$ cat src/rtl/cu_wg_tracker_if.sv
// Handshake bundle between the CTA allocator and cu_wg_tracker.
// master: allocator / CU side; slave: the tracker.
interface cu_wg_tracker_if #(
    parameter int SLOT_W     = 3,
    parameter int WF_CNT_W   = 4,
    parameter int WG_ID_W    = 16,
    parameter int DONE_PORTS = 2,
    parameter int TAG_W      = SLOT_W + WF_CNT_W
);
    logic                        alloc_valid_i;
    logic                        alloc_ready_o;
    logic [WG_ID_W-1:0]          alloc_wg_id_i;
    logic [WF_CNT_W-1:0]         alloc_wf_count_i;
    logic                        disp_valid_o;
    logic                        disp_ready_i;
    logic [TAG_W-1:0]            disp_tag_o;
    logic [DONE_PORTS-1:0]       done_valid_i;
    logic [DONE_PORTS*TAG_W-1:0] done_tag_i;
    logic                        wg_done_valid_o;
    logic [WG_ID_W-1:0]          wg_done_wg_id_o;
    logic                        wg_done_ack_i;

    modport master (
        output alloc_valid_i, alloc_wg_id_i, alloc_wf_count_i,
        output disp_ready_i, done_valid_i, done_tag_i, wg_done_ack_i,
        input  alloc_ready_o, disp_valid_o, disp_tag_o,
        input  wg_done_valid_o, wg_done_wg_id_o
    );

    modport slave (
        input  alloc_valid_i, alloc_wg_id_i, alloc_wf_count_i,
        input  disp_ready_i, done_valid_i, done_tag_i, wg_done_ack_i,
        output alloc_ready_o, disp_valid_o, disp_tag_o,
        output wg_done_valid_o, wg_done_wg_id_o
    );
endinterface

$ cat src/rtl/cu_wg_tracker.sv
// Per-CU workgroup tracker: allocates workgroup slots, issues per-wavefront
// dispatch tags, counts wavefront completions over DONE_PORTS parallel ports
// and reports finished workgroups through a round-robin arbiter.
// Optional macro CU_WG_TRACKER_PERF_EN adds dispatch-stall and finished-WG
// performance counters.
module cu_wg_tracker #(
    parameter int NUM_SLOTS  = 8,
    parameter int SLOT_W     = 3,
    parameter int WF_CNT_W   = 4,
    parameter int WG_ID_W    = 16,
    parameter int DONE_PORTS = 2,
    parameter int TAG_W      = SLOT_W + WF_CNT_W
) (
    input  logic                 clk,
    input  logic                 rst_n,
    cu_wg_tracker_if.slave       bus,
    output logic [NUM_SLOTS-1:0] busy_slots_o,
    output logic                 err_o
`ifdef CU_WG_TRACKER_PERF_EN
    ,
    output logic [31:0]          perf_stall_cnt_o,
    output logic [31:0]          perf_wg_cnt_o
`endif
);

    localparam int HIT_W = $clog2(DONE_PORTS + 1);
    // Compare width wide enough for both the count and the per-cycle hits.
    localparam int CW    = ((WF_CNT_W > HIT_W) ? WF_CNT_W : HIT_W) + 1;

    typedef enum logic {D_IDLE, D_ISSUE} dstate_t;

    dstate_t dstate, dstate_nxt;

    logic [NUM_SLOTS-1:0] used, complete;
    logic [WF_CNT_W-1:0]  outstanding [NUM_SLOTS];
    logic [WG_ID_W-1:0]   wg_ids      [NUM_SLOTS];

    logic [SLOT_W-1:0]    disp_slot;
    logic [WF_CNT_W-1:0]  remain;
    logic                 disp_valid, disp_fire;

    logic                 run;
    logic                 free_found;
    logic [SLOT_W-1:0]    free_slot;
    logic                 alloc_ready, accept;

    logic [HIT_W-1:0]     hits    [NUM_SLOTS];
    logic [WF_CNT_W-1:0]  out_nxt [NUM_SLOTS];
    logic [NUM_SLOTS-1:0] under;
    logic                 stray;
    logic [DONE_PORTS-1:0] unused_wf_bits;

    logic                 rep_valid;
    logic [WG_ID_W-1:0]   rep_id;
    logic [SLOT_W-1:0]    rep_slot, last_grant, rr_idx, grant_slot;
    logic                 grant_found, grant, ack;
    logic                 err;

    // Hold alloc_ready low until the first clock after reset release.
    always_ff @(posedge clk or negedge rst_n) begin
        if (!rst_n) run <= 1'b0;
        else        run <= 1'b1;
    end

    // Lowest-index free slot.
    always_comb begin
        free_found = 1'b0;
        free_slot  = '0;
        for (int s = NUM_SLOTS - 1; s >= 0; s--) begin
            if (!used[s]) begin
                free_found = 1'b1;
                free_slot  = SLOT_W'(s);
            end
        end
    end

    assign alloc_ready = run && (dstate == D_IDLE) && free_found;
    assign accept      = bus.alloc_valid_i && alloc_ready;

    // Dispatch FSM state register.
    always_ff @(posedge clk or negedge rst_n) begin
        if (!rst_n) dstate <= D_IDLE;
        else        dstate <= dstate_nxt;
    end

    // Dispatch FSM next state and outputs; zero-wavefront workgroups never issue.
    always_comb begin
        dstate_nxt = dstate;
        disp_valid = 1'b0;
        disp_fire  = 1'b0;
        case (dstate)
            D_IDLE: begin
                if (accept && (bus.alloc_wf_count_i != '0)) dstate_nxt = D_ISSUE;
            end
            D_ISSUE: begin
                disp_valid = 1'b1;
                disp_fire  = bus.disp_ready_i;
                if (bus.disp_ready_i && (remain == WF_CNT_W'(1))) dstate_nxt = D_IDLE;
            end
            default: dstate_nxt = D_IDLE;
        endcase
    end

    // Dispatch datapath: latch the slot on accept, count down issued wavefronts.
    always_ff @(posedge clk or negedge rst_n) begin
        if (!rst_n) begin
            disp_slot <= '0;
            remain    <= '0;
        end else if (accept) begin
            disp_slot <= free_slot;
            remain    <= bus.alloc_wf_count_i;
        end else if (disp_fire) begin
            remain    <= remain - WF_CNT_W'(1);
        end
    end

    // Per-slot completion hits this cycle; dones to unused slots are flagged.
    always_comb begin
        stray = 1'b0;
        for (int s = 0; s < NUM_SLOTS; s++) hits[s] = '0;
        for (int k = 0; k < DONE_PORTS; k++) begin
            unused_wf_bits[k] = ^bus.done_tag_i[k*TAG_W +: WF_CNT_W];
            if (bus.done_valid_i[k]) begin
                if (used[bus.done_tag_i[k*TAG_W + WF_CNT_W +: SLOT_W]])
                    hits[bus.done_tag_i[k*TAG_W + WF_CNT_W +: SLOT_W]] =
                        hits[bus.done_tag_i[k*TAG_W + WF_CNT_W +: SLOT_W]] + HIT_W'(1);
                else
                    stray = 1'b1;
            end
        end
    end

    // Next outstanding count per slot, saturating at zero on over-completion.
    always_comb begin
        for (int s = 0; s < NUM_SLOTS; s++) begin
            under[s]   = CW'(hits[s]) > CW'(outstanding[s]);
            out_nxt[s] = under[s] ? '0
                                  : WF_CNT_W'(CW'(outstanding[s]) - CW'(hits[s]));
        end
    end

    // Slot table: allocation fills a free slot, ack frees the reported one,
    // otherwise used slots count completions and flag themselves complete.
    always_ff @(posedge clk or negedge rst_n) begin
        if (!rst_n) begin
            used     <= '0;
            complete <= '0;
            for (int s = 0; s < NUM_SLOTS; s++) begin
                outstanding[s] <= '0;
                wg_ids[s]      <= '0;
            end
        end else begin
            for (int s = 0; s < NUM_SLOTS; s++) begin
                if (accept && (free_slot == SLOT_W'(s))) begin
                    used[s]        <= 1'b1;
                    complete[s]    <= 1'b0;
                    outstanding[s] <= bus.alloc_wf_count_i;
                    wg_ids[s]      <= bus.alloc_wg_id_i;
                end else if (ack && (rep_slot == SLOT_W'(s))) begin
                    used[s]     <= 1'b0;
                    complete[s] <= 1'b0;
                end else if (used[s]) begin
                    outstanding[s] <= out_nxt[s];
                    if (out_nxt[s] == '0) complete[s] <= 1'b1;
                end
            end
        end
    end

    // Round-robin pick among complete slots, starting after the last grant.
    always_comb begin
        grant_found = 1'b0;
        grant_slot  = '0;
        rr_idx      = '0;
        for (int i = 1; i <= NUM_SLOTS; i++) begin
            rr_idx = last_grant + SLOT_W'(i);
            if (!grant_found && complete[rr_idx]) begin
                grant_found = 1'b1;
                grant_slot  = rr_idx;
            end
        end
    end

    assign grant = !rep_valid && grant_found;
    assign ack   = rep_valid && bus.wg_done_ack_i;

    // Done report register: hold ID until ack; grant only while idle.
    always_ff @(posedge clk or negedge rst_n) begin
        if (!rst_n) begin
            rep_valid  <= 1'b0;
            rep_id     <= '0;
            rep_slot   <= '0;
            last_grant <= SLOT_W'(NUM_SLOTS - 1);
        end else if (grant) begin
            rep_valid  <= 1'b1;
            rep_id     <= wg_ids[grant_slot];
            rep_slot   <= grant_slot;
            last_grant <= grant_slot;
        end else if (ack) begin
            rep_valid  <= 1'b0;
        end
    end

    // Sticky protocol error: stray dones and over-completion.
    always_ff @(posedge clk or negedge rst_n) begin
        if (!rst_n) err <= 1'b0;
        else        err <= err | stray | (|under);
    end

`ifdef CU_WG_TRACKER_PERF_EN
    logic [31:0] stall_cnt, wg_cnt;

    // Count stalled dispatch cycles and acknowledged workgroups (wrapping).
    always_ff @(posedge clk or negedge rst_n) begin
        if (!rst_n) begin
            stall_cnt <= '0;
            wg_cnt    <= '0;
        end else begin
            if (disp_valid && !bus.disp_ready_i) stall_cnt <= stall_cnt + 32'd1;
            if (ack)                             wg_cnt    <= wg_cnt + 32'd1;
        end
    end

    assign perf_stall_cnt_o = stall_cnt;
    assign perf_wg_cnt_o    = wg_cnt;
`endif

    assign bus.alloc_ready_o   = alloc_ready;
    assign bus.disp_valid_o    = disp_valid;
    assign bus.disp_tag_o      = disp_valid ? {disp_slot, remain - WF_CNT_W'(1)} : '0;
    assign bus.wg_done_valid_o = rep_valid;
    assign bus.wg_done_wg_id_o = rep_id;
    assign busy_slots_o        = used;
    assign err_o               = err;

endmodule

$ cat src/flat_wrapper.sv
// flat-port wrapper written by rule: the top's interface ports become plain ports
module cu_wg_tracker_flat 
#(
    parameter int NUM_SLOTS  = 8,
    parameter int SLOT_W     = 3,
    parameter int WF_CNT_W   = 4,
    parameter int WG_ID_W    = 16,
    parameter int DONE_PORTS = 2,
    parameter int TAG_W      = SLOT_W + WF_CNT_W
)
  (clk, rst_n, busy_slots_o, err_o, bus_alloc_valid_i, bus_alloc_wg_id_i, bus_alloc_wf_count_i, bus_disp_ready_i, bus_done_valid_i, bus_done_tag_i, bus_wg_done_ack_i, bus_alloc_ready_o, bus_disp_valid_o, bus_disp_tag_o, bus_wg_done_valid_o, bus_wg_done_wg_id_o);
  cu_wg_tracker_if #(.SLOT_W(SLOT_W), .WF_CNT_W(WF_CNT_W), .WG_ID_W(WG_ID_W), .DONE_PORTS(DONE_PORTS), .TAG_W(TAG_W)) bus_i ();
  input  logic clk;
  input  logic rst_n;
  output logic [NUM_SLOTS-1:0] busy_slots_o;
  output logic err_o;
  input wire logic [$bits(bus_i.alloc_valid_i)-1:0] bus_alloc_valid_i;
  input wire logic [$bits(bus_i.alloc_wg_id_i)-1:0] bus_alloc_wg_id_i;
  input wire logic [$bits(bus_i.alloc_wf_count_i)-1:0] bus_alloc_wf_count_i;
  input wire logic [$bits(bus_i.disp_ready_i)-1:0] bus_disp_ready_i;
  input wire logic [$bits(bus_i.done_valid_i)-1:0] bus_done_valid_i;
  input wire logic [$bits(bus_i.done_tag_i)-1:0] bus_done_tag_i;
  input wire logic [$bits(bus_i.wg_done_ack_i)-1:0] bus_wg_done_ack_i;
  output wire logic [$bits(bus_i.alloc_ready_o)-1:0] bus_alloc_ready_o;
  output wire logic [$bits(bus_i.disp_valid_o)-1:0] bus_disp_valid_o;
  output wire logic [$bits(bus_i.disp_tag_o)-1:0] bus_disp_tag_o;
  output wire logic [$bits(bus_i.wg_done_valid_o)-1:0] bus_wg_done_valid_o;
  output wire logic [$bits(bus_i.wg_done_wg_id_o)-1:0] bus_wg_done_wg_id_o;
  assign bus_i.alloc_valid_i = bus_alloc_valid_i;
  assign bus_i.alloc_wg_id_i = bus_alloc_wg_id_i;
  assign bus_i.alloc_wf_count_i = bus_alloc_wf_count_i;
  assign bus_i.disp_ready_i = bus_disp_ready_i;
  assign bus_i.done_valid_i = bus_done_valid_i;
  assign bus_i.done_tag_i = bus_done_tag_i;
  assign bus_i.wg_done_ack_i = bus_wg_done_ack_i;
  assign bus_alloc_ready_o = bus_i.alloc_ready_o;
  assign bus_disp_valid_o = bus_i.disp_valid_o;
  assign bus_disp_tag_o = bus_i.disp_tag_o;
  assign bus_wg_done_valid_o = bus_i.wg_done_valid_o;
  assign bus_wg_done_wg_id_o = bus_i.wg_done_wg_id_o;
  cu_wg_tracker #(.NUM_SLOTS(NUM_SLOTS), .SLOT_W(SLOT_W), .WF_CNT_W(WF_CNT_W), .WG_ID_W(WG_ID_W), .DONE_PORTS(DONE_PORTS), .TAG_W(TAG_W)) u_core (.clk(clk), .rst_n(rst_n), .bus(bus_i), .busy_slots_o(busy_slots_o), .err_o(err_o));
endmodule
$ cat config.mk
export PLATFORM = sky130hd
export DESIGN_NAME = cu_wg_tracker_flat
export DESIGN_NICKNAME = d
export VERILOG_FILES = /design/src/rtl/cu_wg_tracker_if.sv /design/src/rtl/cu_wg_tracker.sv /design/src/flat_wrapper.sv
export SDC_FILE = /design/constraint.sdc
export NUM_CORES = 1
export LEC_CHECK = 0
export BUFFER_PORTS_ARGS = -buffer_cell sky130_fd_sc_hd__clkbuf_2
export CAP_MARGIN = 20
export CORE_UTILIZATION = 45
export DETAILED_ROUTE_END_ITERATION = 10
export GPL_TIMING_DRIVEN = 0
export PLACE_DENSITY_LB_ADDON = 0.1
export SKIP_CTS_REPAIR_TIMING = 1
export SLEW_MARGIN = 20
export SYNTH_ARGS = -nofsm -noshare
export SYNTH_HDL_FRONTEND = slang
export SYNTH_SLANG_ARGS = --single-unit
$ cat constraint.sdc
create_clock -name clk -period 8.4 [get_ports clk]
set_clock_uncertainty 0.15 [all_clocks]
set_input_delay 0.42 -clock clk [delete_from_list [all_inputs] [get_ports clk]]
set_output_delay 0.42 -clock clk [all_outputs]
set_load 0.02 [all_outputs]
==> results_dict.tcl <==
set metrics [dict create \
    setup.worst_path.class "reg2reg" \
    vias_per_cell 5.779 \
    finalWirelength_um 34400 \
    maxSlewViolCount 0 \
    cts_tree "built" \
    ys_seq_area_frac 0.4423 \
    r2r_setup_slack_ns 3.26 \
    die_w_um 164.2 \
    dr.pass1.iters 5 \
    drt_iter0_drc 1006 \
    clk_latency_ns 0.52 \
    syn_nets 1333 \
    cp.required_ns 8.62 \
    coreArea_um2 25470 \
    min_from "bus_wg_done_ack_i" \
    synthMuxAreaShare 0.1219 \
    clockBufferDepth 3 \
    place.gp.congestion 0.8941 \
    yosysTopAreaCellShare 0.4356 \
    layout-area-overhead-vs-synth_pct 13.12 \
    grt_max_degree 91 \
    worstSetupEndpointType "flop" \
    synth_cells 1264 \
    synth_top_flop_cell "dfrtp_1" \
    cts_buffers 25 \
    clk_transition_reported_paths_ns 0.06 \
    crit_slowest_cell "dfstp_2" \
    ys_top_cells_by_area "dfrtp_1, nand2_1, mux2_2, o21ai_0, nor2_1" \
    async_reset_ff_frac 1.000 \
    clock-sinks 209 \
    yosys.area_share.simple 0.1942 \
    hold-path-cell-count 2 \
    crit_family "buffers and inverters" \
    synth-seq-cells 209 \
    overflow 0 \
    rr_worst_depth 15 \
    setup_violations 0 \
    synthMostInstantiatedCell "nand2_1" \
    power.density_nw_per_um2 490.6 \
    htree_levels 1 \
    diodes 0 \
    post_synth_instance_area_um2 11830 \
    critPathBufInv 6 \
    synthAdderAreaFrac 0.03468 \
    wl_per_cell_um 20.23 \
    cpPeakStageDelay_ns 0.53 \
    p_leak_nw 6.140 \
    synth_top_family_by_area "simple AND/OR/NAND/NOR gates" \
    row_count 58 \
    synth_xor_area_frac 0.01226 \
    final_nets 1422 \
    synth_cell_types 70 \
    maxSlewHeadroom 0.3552 \
    reg2reg_to "u_core.bus.wg_done_wg_id_o[12]" \
    cap_violations 0 \
    path_cells "buf_2, buf_4, buf_2, inv_1, ha_1, buf_2, mux2_1, nand2b_1, o221ai_4, nand2_1, nor4_1, a31oi_1, nand2_1, clkbuf_1, o211ai_1" \
    rsz0062_at_grt "no" \
    tns_ns 0 \
    hold_end "u_core.bus.wg_done_valid_o" \
    synth_area_per_cell_um2 9.362 \
    die-area_um2 26950 \
    clock-root-buffer "clkbuf_16" \
    antenna_found_initial 0 \
    layout-drive-gt1-share 0.1685 \
    ir_worst_vdd_v 0.0003420 \
    fmax_mhz 194.7 \
    synth_enable_flop_cells 0 \
    post-route-period-util 0.6114 \
    status "finished clean" \
    dp_hpwl_um 24300 \
    hold_violations 0 \
    critPathLaunchType "flop" \
    whs_ns 0.01451 \
    grt_pass1_vias 9598 \
    io_buffers 59 \
    grtUsageTotal 0.2630 \
    worstMarginPinSlew_ns 0.9651 \
    cp_common_cell "buf_2" \
    ant_nets 0 \
    grt_pass1_wl_um 54150 \
    finalCriticalPeriod_ns 5.136 \
    die_h_um 164.2 \
    synthTopCellsByCount "nand2_1, dfrtp_1, mux2_2" \
    num_vias 9830 \
    synth_top_area_cell "dfrtp_1" \
    initial_core_util 0.4646 \
    io-pin-count 76 \
    synth_compound_area_frac 0.1487 \
    reg2reg_from "u_core.last_grant[0]" \
    cp.arrival_ns 5.36 \
    drc 0 \
    cp_max_fo 10 \
    hold_class "in2reg" \
    synth_warnings 0 \
]
through the flow:
| step | power [W] | instance area, um2 | instances | setup slack, ns | util |
|---|---|---|---|---|---|
| 2_1_floorplan | 0.004285 | 11830 | 1264 | 4.162 | - |
| 3_3_place_gp | 0.005485 | 12540 | 1653 | 2.425 | 0.4924 |
| 3_5_place_dp | 0.005502 | 12610 | 1655 | 3.281 | 0.4949 |
| 4_1_cts | 0.006549 | 13380 | 1700 | 3.258 | 0.5252 |
| 5_1_grt | 0.006993 | 13390 | 1701 | 3.017 | 0.5255 |
| 6_report | 0.006568 | 13390 | 1701 | 3.264 | 0.5255 |
routing by layer:
| layer | global-route usage | routed length (um) |
|---|---|---|
| met1 | 0.3820 | 16290 |
| met5 | 0 | 0 |
| met2 | 0.4060 | 15100 |
| met4 | 0.05808 | 668 |
| met3 | 0.04848 | 2351 |
how the worst max path moves through the flow:
| stage | start | to | cells after the start |
|---|---|---|---|
| floorplan | u_core.last_grant[0] | u_core.bus.wg_done_wg_id_o[12] | 16 |
| global placement | rst_n | u_core.wg_ids[58] | 1 |
| finish | u_core.last_grant[0] | u_core.bus.wg_done_wg_id_o[12] | 15 |
| detailed placement | u_core.last_grant[0] | u_core.bus.wg_done_wg_id_o[12] | 15 |
| CTS | u_core.last_grant[0] | u_core.bus.wg_done_wg_id_o[12] | 15 |
| global route | u_core.last_grant[0] | u_core.bus.wg_done_wg_id_o[8] | 16 |
sequential cells by signal, indices dropped and copies added (netlist names):
signal	count
u_core.bus.wg_done_wg_id_o	16
u_core.last_grant	3
u_core.disp_slot	3
u_core.outstanding	32
u_core.remain	4
u_core.err_o	1
u_core.run	1
u_core.bus.wg_done_valid_o	1
u_core.dstate	1
u_core.busy_slots_o	8
u_core.rep_slot	3
u_core.wg_ids	128
u_core.complete	8
cells by family (layout without fill, tap and decap cells):
logic type / count (synthesis) / count (layout)
simple gates: 519 / 519
compound gates: 255 / 255
flops: 209 / 209
buf+inv: 120 / 227
mux: 118 / 118
fa+ha+maj: 28 / 28
xor+xnor: 14 / 14
other cells: 1 / 1
layout make-up:
cell class	instances	area (um2)
clock inverter	7	66.31
clock buffer	38	704.4
fill	2345	12090
timing repair buffer	62	369.1
sequential	209	5234
buffer	74	367.9
inverter	46	172.7
multi-input combinational	935	6060
tap	330	412.9
power by group:
group | switching, W | internal (W) | total, W
sequential | 0.000240 | 0.00132 | 0.00156
clock | 0.000421 | 0.000607 | 0.00103
combinational | 0.00248 | 0.00150 | 0.00398
total | 0.00314 | 0.00343 | 0.00657
cells in the final DEF, fill, tap and decap left out, types with 13 or more instances in the layout:
cell type,count
a21oi_1,53
nor2_1,72
clkbuf_1,57
mux2i_1,17
ha_1,20
a211oi_1,28
and3_1,18
inv_1,46
nand3_1,46
mux2_1,13
clkbuf_16,25
dfrtp_1,206
clkbuf_2,58
o211ai_1,34
nor3_1,29
o21ai_0,55
a31o_1,15
mux2_2,76
nand2_1,291
Power figures use the tool's default switching activity.
